--- src/rtl/clock_date_pkg.sv ---
// ============================================================================
// Module   : clock_date_pkg
// Purpose  : Shared constants and state encoding for the day/month clock stage.
// Revision : 1.0 - initial release
// ============================================================================
`default_nettype none

package clock_date_pkg;

   localparam logic [3:0] DEF_DAY_TENS_SEL    = 4'd6;
   localparam logic [3:0] DEF_DAY_UNITS_SEL   = 4'd7;
   localparam logic [3:0] DEF_MONTH_TENS_SEL  = 4'd8;
   localparam logic [3:0] DEF_MONTH_UNITS_SEL = 4'd9;

   typedef enum logic [1:0] {
      RUN   = 2'd0,
      SET   = 2'd1,
      FIXUP = 2'd2
   } date_state_e;

   // Month lengths held as two BCD digits so they compare directly with the date
   localparam logic [7:0] LEN_28 = 8'h28;
   localparam logic [7:0] LEN_29 = 8'h29;
   localparam logic [7:0] LEN_30 = 8'h30;
   localparam logic [7:0] LEN_31 = 8'h31;

   localparam logic [7:0] RST_DAY   = 8'h01;
   localparam logic [7:0] RST_MONTH = 8'h01;

endpackage

`default_nettype wire

--- src/rtl/clock_month_length.sv ---
// ============================================================================
// Module   : clock_month_length
// Purpose  : BCD month in, BCD number of days in that month out.
// Revision : 1.0 - initial release
// ============================================================================
`default_nettype none

module clock_month_length
   import clock_date_pkg::*;
(
   input  logic [7:0] month_i,
   input  logic       leap_i,
   output logic [7:0] length_o
);

   always_comb begin
      length_o = LEN_30;
      case (month_i)
         8'h01, 8'h03, 8'h05, 8'h07,
         8'h08, 8'h10, 8'h12: length_o = LEN_31;
         8'h02:               length_o = leap_i ? LEN_29 : LEN_28;
         default:             length_o = LEN_30;
      endcase
   end

endmodule

`default_nettype wire

--- src/rtl/clock_date_ddmm.sv ---
// ============================================================================
// Module   : clock_date_ddmm
// Purpose  : BCD day/month calendar stage with keypad set mode and year pulse.
//            Macro CLOCK_DATE_LEAP_YEAR_EN enables 29-day February in leap years.
// Revision : 1.0 - initial release
// ============================================================================
`default_nettype none

module clock_date_ddmm
   import clock_date_pkg::*;
#(
   parameter logic [3:0] DAY_TENS_SEL    = DEF_DAY_TENS_SEL,
   parameter logic [3:0] DAY_UNITS_SEL   = DEF_DAY_UNITS_SEL,
   parameter logic [3:0] MONTH_TENS_SEL  = DEF_MONTH_TENS_SEL,
   parameter logic [3:0] MONTH_UNITS_SEL = DEF_MONTH_UNITS_SEL
)(
   input  logic       CLK_for_date,
   input  logic       RST_n,
   input  logic       day_tick,
   input  logic [3:0] year_decade,
   input  logic [3:0] year_unit,
   input  logic       set_time_enable,
   input  logic [3:0] set_digit_sel,
   input  logic [3:0] set_value,
   input  logic       set_strobe,
   output logic [3:0] day_tens,
   output logic [3:0] day_units,
   output logic [3:0] month_tens,
   output logic [3:0] month_units,
   output logic       pulse_to_year
);

   date_state_e state_q, state_d;
   logic [3:0]  day_tens_q, day_tens_d, day_units_q, day_units_d;
   logic [3:0]  month_tens_q, month_tens_d, month_units_q, month_units_d;
   logic        pulse_q, pulse_d;

   logic [7:0]  day_cur, month_cur, month_clamp, month_len;
   logic        leap_year;
   logic        unused_year;

`ifdef CLOCK_DATE_LEAP_YEAR_EN
   assign leap_year = year_decade[0] ? (year_unit == 4'd2 || year_unit == 4'd6)
                                     : (year_unit == 4'd0 || year_unit == 4'd4 ||
                                        year_unit == 4'd8);
   assign unused_year = ^year_decade[3:1];
`else
   assign leap_year   = 1'b0;
   assign unused_year = ^{year_decade, year_unit};
`endif

   assign day_cur   = {day_tens_q, day_units_q};
   assign month_cur = {month_tens_q, month_units_q};

   // Identity for any legal month, so RUN and FIXUP share one length lookup
   always_comb begin
      month_clamp = month_cur;
      if (month_cur == 8'h00)
         month_clamp = 8'h01;
      else if (month_cur > 8'h12)
         month_clamp = 8'h12;
   end

   clock_month_length u_month_length (
      .month_i  (month_clamp),
      .leap_i   (leap_year),
      .length_o (month_len)
   );

   always_comb begin
      state_d       = state_q;
      day_tens_d    = day_tens_q;
      day_units_d   = day_units_q;
      month_tens_d  = month_tens_q;
      month_units_d = month_units_q;
      pulse_d       = 1'b0;
      case (state_q)
         RUN: begin
            if (set_time_enable) begin
               state_d = SET;
            end else if (day_tick) begin
               if (day_cur < month_len) begin
                  if (day_units_q == 4'd9) begin
                     day_units_d = 4'd0;
                     day_tens_d  = day_tens_q + 4'd1;
                  end else begin
                     day_units_d = day_units_q + 4'd1;
                  end
               end else begin
                  {day_tens_d, day_units_d} = 8'h01;
                  if (month_cur == 8'h12) begin
                     {month_tens_d, month_units_d} = 8'h01;
                     pulse_d = 1'b1;
                  end else if (month_units_q == 4'd9) begin
                     month_units_d = 4'd0;
                     month_tens_d  = month_tens_q + 4'd1;
                  end else begin
                     month_units_d = month_units_q + 4'd1;
                  end
               end
            end
         end
         SET: begin
            if (set_strobe && set_value <= 4'd9) begin
               if (set_digit_sel == DAY_TENS_SEL)    day_tens_d    = set_value;
               if (set_digit_sel == DAY_UNITS_SEL)   day_units_d   = set_value;
               if (set_digit_sel == MONTH_TENS_SEL)  month_tens_d  = set_value;
               if (set_digit_sel == MONTH_UNITS_SEL) month_units_d = set_value;
            end
            if (!set_time_enable) state_d = FIXUP;
         end
         FIXUP: begin
            {month_tens_d, month_units_d} = month_clamp;
            if (day_cur == 8'h00)
               {day_tens_d, day_units_d} = 8'h01;
            else if (day_cur > month_len)
               {day_tens_d, day_units_d} = month_len;
            state_d = RUN;
         end
         default: state_d = RUN;
      endcase
   end

   always_ff @(posedge CLK_for_date) begin
      if (!RST_n) begin
         state_q       <= RUN;
         day_tens_q    <= RST_DAY[7:4];
         day_units_q   <= RST_DAY[3:0];
         month_tens_q  <= RST_MONTH[7:4];
         month_units_q <= RST_MONTH[3:0];
         pulse_q       <= 1'b0;
      end else begin
         state_q       <= state_d;
         day_tens_q    <= day_tens_d;
         day_units_q   <= day_units_d;
         month_tens_q  <= month_tens_d;
         month_units_q <= month_units_d;
         pulse_q       <= pulse_d;
      end
   end

   assign day_tens      = day_tens_q;
   assign day_units     = day_units_q;
   assign month_tens    = month_tens_q;
   assign month_units   = month_units_q;
   assign pulse_to_year = pulse_q;

endmodule

`default_nettype wire
--- config.mk ---
export PLATFORM = sky130hd
export DESIGN_NAME = clock_date_ddmm
export DESIGN_NICKNAME = d
export VERILOG_FILES = /design/src/rtl/clock_date_pkg.sv /design/src/rtl/clock_month_length.sv /design/src/rtl/clock_date_ddmm.sv
export SDC_FILE = /design/constraint.sdc
export NUM_CORES = 1
export LEC_CHECK = 0
export ABC_AREA = 1
export BUFFER_PORTS_ARGS = -buffer_cell sky130_fd_sc_hd__buf_4
export CORE_MARGIN = 4
export CORE_UTILIZATION = 45
export CTS_CLUSTER_DIAMETER = 100
export DETAILED_ROUTE_END_ITERATION = 8
export GPL_TIMING_DRIVEN = 0
export MAX_ROUTING_LAYER = met4
export PLACE_DENSITY = 0.72
export SLEW_MARGIN = 15
export SYNTH_ARGS = -nofsm -noshare
export SYNTH_HDL_FRONTEND = slang
export SYNTH_SLANG_ARGS = --single-unit
--- constraint.sdc ---
create_clock -name CLK_for_date -period 5.91 [get_ports CLK_for_date]
set_input_delay 1.182 -clock CLK_for_date [delete_from_list [all_inputs] [get_ports CLK_for_date]]
set_output_delay 1.182 -clock CLK_for_date [all_outputs]
set_load 0.1 [all_outputs]
==> flow_metrics.py, run 1 <==
metrics = {
    "power_and_ir_drop": {
        "power.density_mw_per_mm2": 630.6,
        "p_seq_share_pct": 18.3,
        "ir_worst_vdd_mv": 0.2895,
        "p_leak_uw": 0.0009808,
        "p_switching_uw": 803.0,
        "swShare_pct": 62.02,
        "clock_power_share_pct": 7.3,
        "p_int_uw": 491.8,
        "power_frac_comb_pct": 74.4,
    },
    "logic_synthesis": {
        "seq_area_frac_synth_pct": 22.00,
        "synth_area_per_cell_um2": 6.808,
        "synth_edf_count": 0,
        "syn_inst": 254,
        "synth_nets": 290,
        "yosys_warnings": 0,
        "synth_seq_cells": 19,
        "post_synth_num_cell_types": 35,
        "synthFlopType": "dfxtp_1",
        "async_reset_ff_share_pct": 0,
        "syn-cell-area_mm2": 0.001729,
    },
    "placement": {
        "dp_hpwl_um": 3293,
        "port_buffers": 29,
        "place_inst": 331,
        "gp_congestion": 0.9206,
    },
    "route": {
        "wl_um": 4129,
        "ant_nets": 0,
        "firstDrtPassIters": 4,
        "drt_iter0_drc": 113,
        "drt-wirelength-per-cell_um": 12.33,
        "drc_errors": 0,
        "avgViaCountPerCell": 5.140,
        "num_vias": 1722,
    },
    "run_status": {
        "status": "finished, final reports clean",
    },
    "clock_network": {
        "cts-root-buf": "clkbuf_8",
        "post_cts_buffers": 0,
        "clkTransAtPathRegs_ns": 0.08,
        "h-tree-depth": 1,
        "clk_latency_ns": 0.26,
        "cts_resized": 0,
        "numCtsBuffers": 3,
        "cts_buffer_depth": 2,
        "cts_tree": "done",
        "cts_hold_buf": 0,
        "cts_sinks": 19,
    },
    "critical_path": {
        "critPathKind": "reg2reg",
        "startpoint_type": "register",
        "cp_max_fo": 8,
        "crit_chain": "inv_1 > ha_1 > inv_1 > nor2_2 > nand2_8 > nand2_8 > nand2_2 > nand2_4 > nor2_2 > nand2_2 > inv_2 > ha_1 > nand3_1 > o21bai_4 > nand2_4 > o21ai_2 > nand2_2 > nand2_2 > nor2_4 > nand2_1 > nor2_1 > nor2_1",
        "critPathMostFrequentCell": "nand2_2",
        "crit_path_end_kind": "register",
        "r2r_start": "month_tens[1]",
        "critical-path-max-stage-delay_ns": 0.36,
        "crit_arrival_ns": 3.06,
        "crit_path_top_delay_cell": "dfxtp_1",
        "cp.required_ns": 6.07,
        "startpoint": "month_tens[1]",
    },
    "floorplanning": {
        "core_area_mm2": 0.003689,
        "chipWidth_um": 69.99,
        "dieHeight_um": 69.99,
        "start_util_pct": 46.88,
        "placementRows": 22,
        "design.portCount": 38,
        "die_area_mm2": 0.004899,
    },
    "hold_path": {
        "min-delay-start": "month_units[2]",
        "hp-class": "reg2reg",
    },
    "global_routing": {
        "grt_pass1_wl_um": 6982,
        "first_global_vias": 1552,
        "gr-total-overflow": 0,
        "antenna_found_initial": 0,
        "grt_start_max_net_pins": 12,
        "track_usage_pct": 17.67,
    },
    "final_layout": {
        "nets": 324,
        "num_antenna_cells": 0,
        "drive_above_1_share_pct": 25.09,
        "n_fill_cell": 378,
        "area_delta_synth_final_pct": 18.74,
        "stdcell_count": 335,
        "mostFrequentLayoutCell": "nand2_1",
        "layout_common_cells": "nand2_1, buf_4, inv_1",
    },
    "sta": {
        "slew-limit-headroom_pct": 67.08,
        "finClkSkew_ns": 0.002165,
        "final-hold-violation-count": 0,
        "rsz0062_at_grt": "no",
        "tightest_slew_ns": 0.4938,
        "fin_crit_sh_pct": 49.09,
        "drv_slew": 0,
        "tns_ns": 0,
        "fmax_mhz": 344.6,
        "setup_violations": 0,
        "period_needed_ns": 2.902,
    },
    "job": {
        "cap_violations": 0,
    },
}
[worst max-delay path: cells and delay by family, from the launching register on]
kind | cells | cell delay (ns)
buffers and inverters | 3 | 0.26
AOI/OAI and AO/OA | 2 | 0.28
adders and majority gates | 2 | 0.45
DFF | 1 | 0.36
and+or+nand+nor | 15 | 1.42
[cell families (layout without fill, tap and decap cells)]
group	after synthesis	in the layout	share of synthesized area (%)
buffers and inverters	38	71	8.249
AND/OR/NAND/NOR	120	120	35.82
AO/OA/AOI/OAI	57	57	20.55
flip-flops	19	19	22.00
XOR/XNOR	5	5	2.533
adder cells (fa/ha/maj)	15	15	10.85
[synthesized netlist by cell type (3+ instances only)]
cell type  instances  area (µm²)
a21oi_1           20       100.1
dfxtp_1           19       380.4
ha_1              15       187.7
inv_1             27       101.4
inv_2              9       33.78
nand2_1           46       172.7
nand2_2            6       37.54
nand2_4            4       45.04
nand3_1           19       95.09
nand4_1            3       18.77
nor2_1            24       90.09
nor2_2             5       31.28
nor2_4             3       33.78
nor3_1             4       20.02
o211ai_1           3       22.52
o21ai_0           14       70.07
o21ai_1            8       40.04
o21ai_2            3       26.28
xnor2_1            3       26.28
[layer usage]
layer | share of wire, % | vias up | GRT usage (%)
met5 | 0 | - | -
met4 | 1.7 | 0 | 7.021
met3 | 5.8 | 9 | 2.302
met2 | 45 | 48 | 26.55
met1 | 48 | 758 | 23.92
li1 | - | 907 | -
[power by group through the flow]
stage / combinational [µW] / clock, µW / sequential [µW]
6_report: 964 / 93.9 / 237
5_1_grt: 1060 / 103 / 248
4_1_cts: 966 / 96.0 / 237
3_5_place_dp: 963 / 0 / 240
3_3_place_gp: 956 / 0 / 241
2_1_floorplan: 514 / 0 / 511
[final cells by class]
cell class,count,area (µm²),share of cell area (%)
multi-input cells,197,1206,58.74
repair buffers,29,217.7,10.60
clock inverters,1,5.005,0.2438
clock buffers,3,41.29,2.011
plain buffers,1,3.754,0.1828
inverters,37,138.9,6.764
well taps,48,60.06,2.925
flip-flops and latches,19,380.4,18.53
[flip-flops by register name (all words and copies together), names as in the netlist]
| register | cells |
|---|---|
| day_tens | 4 |
| day_units | 4 |
| month_tens | 4 |
| month_units | 4 |
| pulse_to_year | 1 |
| state_q | 2 |
[metrics by stage]
stage               utilization [%]  hold slack (ns)  instance area, µm²  total power [µW]  setup slack (ns)
detailed placement            54.41           0.5493                2007              1203             3.013
finish                        55.66           0.5611                2053              1295             3.009
CTS                           55.66           0.5597                2053              1300             2.983
global route                  55.66           0.5925                2053              1408             2.744
global placement              54.41           0.5378                2007              1197             3.033
floorplan                         -           0.5448                1729              1025             2.486
[final timing paths]
kind	endpoint	slack, ns	depth (start not counted)
max	day_tens[0]	3.01	22
min	month_units[2]	0.56	2
max reg2reg	day_tens[0]	3.01	22
min reg2reg	month_units[2]	0.56	2
No activity file was read; power rests on OpenSTA's default activity.
==> run 2, diff against run 1 <==
==> constraint.sdc (replaced) <==
create_clock -name CLK_for_date -period 2.8 [get_ports CLK_for_date]
set_input_delay 0.56 -clock CLK_for_date [delete_from_list [all_inputs] [get_ports CLK_for_date]]
set_output_delay 0.56 -clock CLK_for_date [all_outputs]
set_load 0.1 [all_outputs]
==> flow_metrics.py, run 2 (synthesis gave the netlist of run 1 again) <==
metrics = {
    "run_status": {
        "status": "finished, final reports clean",
    },
    "power_and_ir_drop": {
        "p_leak_uw": 0.001027,
        "ir_worst_vdd_mv": 0.6774,
        "swShare_pct": 60.70,
        "power.density_mw_per_mm2": 1335,
        "finalPower_uw": 2926,
        "clock_power_share_pct": 6.8,
        "p_int_uw": 1150,
        "power_frac_comb_pct": 75.1,
        "p_seq_share_pct": 18.1,
        "p_switching_uw": 1776,
    },
    "global_routing": {
        "gr-total-overflow": 0,
        "grt_pass1_wl_um": 7196,
        "antenna_found_initial": 0,
        "track_usage_pct": 18.26,
        "first_global_vias": 1645,
        "grt_start_max_net_pins": 11,
    },
    "final_layout": {
        "drive_above_1_share_pct": 31.86,
        "multi_input_area_mm2": 0.001264,
        "stdcell_count": 343,
        "regArea_um2": 397.9,
        "n_fill_cell": 355,
        "layout_common_cells": "nand2_1, buf_4, inv_1",
        "mostFrequentLayoutCell": "nand2_1",
        "area_delta_synth_final_pct": 26.77,
        "nets": 332,
        "num_antenna_cells": 0,
    },
    "critical_path": {
        "r2r.worst_path.cells": 18,
        "cp_max_fo": 7,
        "path_depth": 18,
        "startpoint": "month_tens[0]",
        "r2r_start": "month_tens[0]",
        "crit_arrival_ns": 2.79,
        "crit_buf_inv": 2,
        "cp.required_ns": 2.95,
        "rr_endpoint": "day_tens[0]",
        "crit_chain": "inv_2 > ha_1 > nand3_1 > nor2_2 > inv_2 > a21oi_4 > nand2_2 > ha_1 > a21boi_4 > o21bai_4 > nand2_4 > o21ai_2 > nand2_2 > nand2_4 > nor2_4 > nand2_1 > nor2_1 > nor2_1",
        "critical-path-max-stage-delay_ns": 0.38,
        "crit_path_top_delay_cell": "dfxtp_4",
        "r2r_slack_ns": 0.16,
        "startpoint_type": "register",
        "critPathKind": "reg2reg",
        "crit_path_end_kind": "register",
        "cp_top_family": "simple AND/OR/NAND/NOR gates",
    },
    "sta": {
        "drv_slew": 0,
        "holdWs_ns": 0.5215,
        "tns_ns": 0,
        "rsz0062_at_grt": "yes",
        "fin_crit_sh_pct": 94.24,
        "period_needed_ns": 2.639,
        "fmax_mhz": 379.0,
        "setup_violations": 0,
        "tightest_slew_ns": 0.5367,
        "slew-limit-headroom_pct": 64.22,
        "finClkSkew_ns": 0.004844,
        "final-hold-violation-count": 0,
        "fin_ws_ns": 0.1613,
    },
    "route": {
        "avgViaCountPerCell": 5.198,
        "drt_iter0_drc": 95,
        "num_vias": 1783,
        "firstDrtPassIters": 4,
        "routed.top_layer": "met4",
        "wl_um": 4506,
        "drt-met1-wl_um": 2025,
        "drt-wirelength-per-cell_um": 13.14,
        "met2_length_um": 2119,
        "ant_nets": 0,
        "drc_errors": 0,
        "met3_length_um": 310,
    },
    "floorplanning": {
        "placementRows": 22,
        "design.portCount": 38,
        "die_area_mm2": 0.004899,
        "start_util_pct": 46.88,
        "chipWidth_um": 69.99,
        "dieHeight_um": 69.99,
        "core_area_mm2": 0.003689,
    },
    "clock_network": {
        "cts_buffer_depth": 2,
        "cts_hold_buf": 0,
        "cts_tree": "done",
        "cts_sinks": 19,
        "numCtsBuffers": 3,
        "clkTransAtPathRegs_ns": 0.08,
        "clk_latency_ns": 0.26,
        "h-tree-depth": 1,
        "cts-root-buf": "clkbuf_8",
    },
    "hold_path": {
        "min-delay-start": "month_units[2]",
        "hp-class": "reg2reg",
        "hold-path-endpoint": "month_units[2]",
        "hold-path-cell-count": 2,
    },
    "placement": {
        "place_inst": 331,
        "preCtsSetupSlack_ns": 0.008366,
        "port_buffers": 29,
        "dp_hpwl_um": 3320,
        "gp_congestion": 0.8887,
    },
    "job": {
        "cap_violations": 0,
    },
}
[run 2: stage by stage]
stage               utilization (%)  cell area (µm²)
floorplan                         -             1752
global placement              55.02             2029
detailed placement            55.02             2029
CTS                           56.24             2074
global route                  59.43             2192
finish                        59.43             2192
[run 2: metal layers]
layer / track usage, % / vias to the layer above
met2: 29.17 / 60
met5: - / -
met4: 5.532 / 0
met1: 24.13 / 783
met3: 2.158 / 6
li1: - / 934
[run 2: worst min-delay path, delay by kind of cell (launching register included)]
kind	cells	cell delay (ns)
compound gates	1	0.05
flops	1	0.36
buf+inv	1	0.07
[run 2: what timing repair did]
item,in CTS,in global routing
buffers inserted,0,8
resized for setup,0,13
pin swaps,1,7
setup endpoints to repair,1,16
[run 2: power by group through the flow]
stage	combinational [µW]	sequential, µW	clock (µW)
after floorplan	1090	1090	0
after global placement	2030	520	0
after detailed placement	2030	524	0
after CTS	2040	517	202
after global routing	2390	549	213
final	2200	529	199
[run 2: final cells by class]
cell class	count	area share, %
Buffer	1	0.1712
Clock buffer	4	2.055
Sequential cell	19	18.15
Multi-Input combinational cell	197	57.65
Timing Repair Buffer	37	12.67
Tap cell	48	2.740
Inverter	37	6.564
[run 2: worst max path at each step]
stage,end,slack [ns]
floorplan,day_tens[0],0.003
global placement,day_tens[0],0.03
detailed placement,day_tens[0],0.008
CTS,day_tens[0],0.01
global route,day_tens[0],-0.06
finish,day_tens[0],0.16
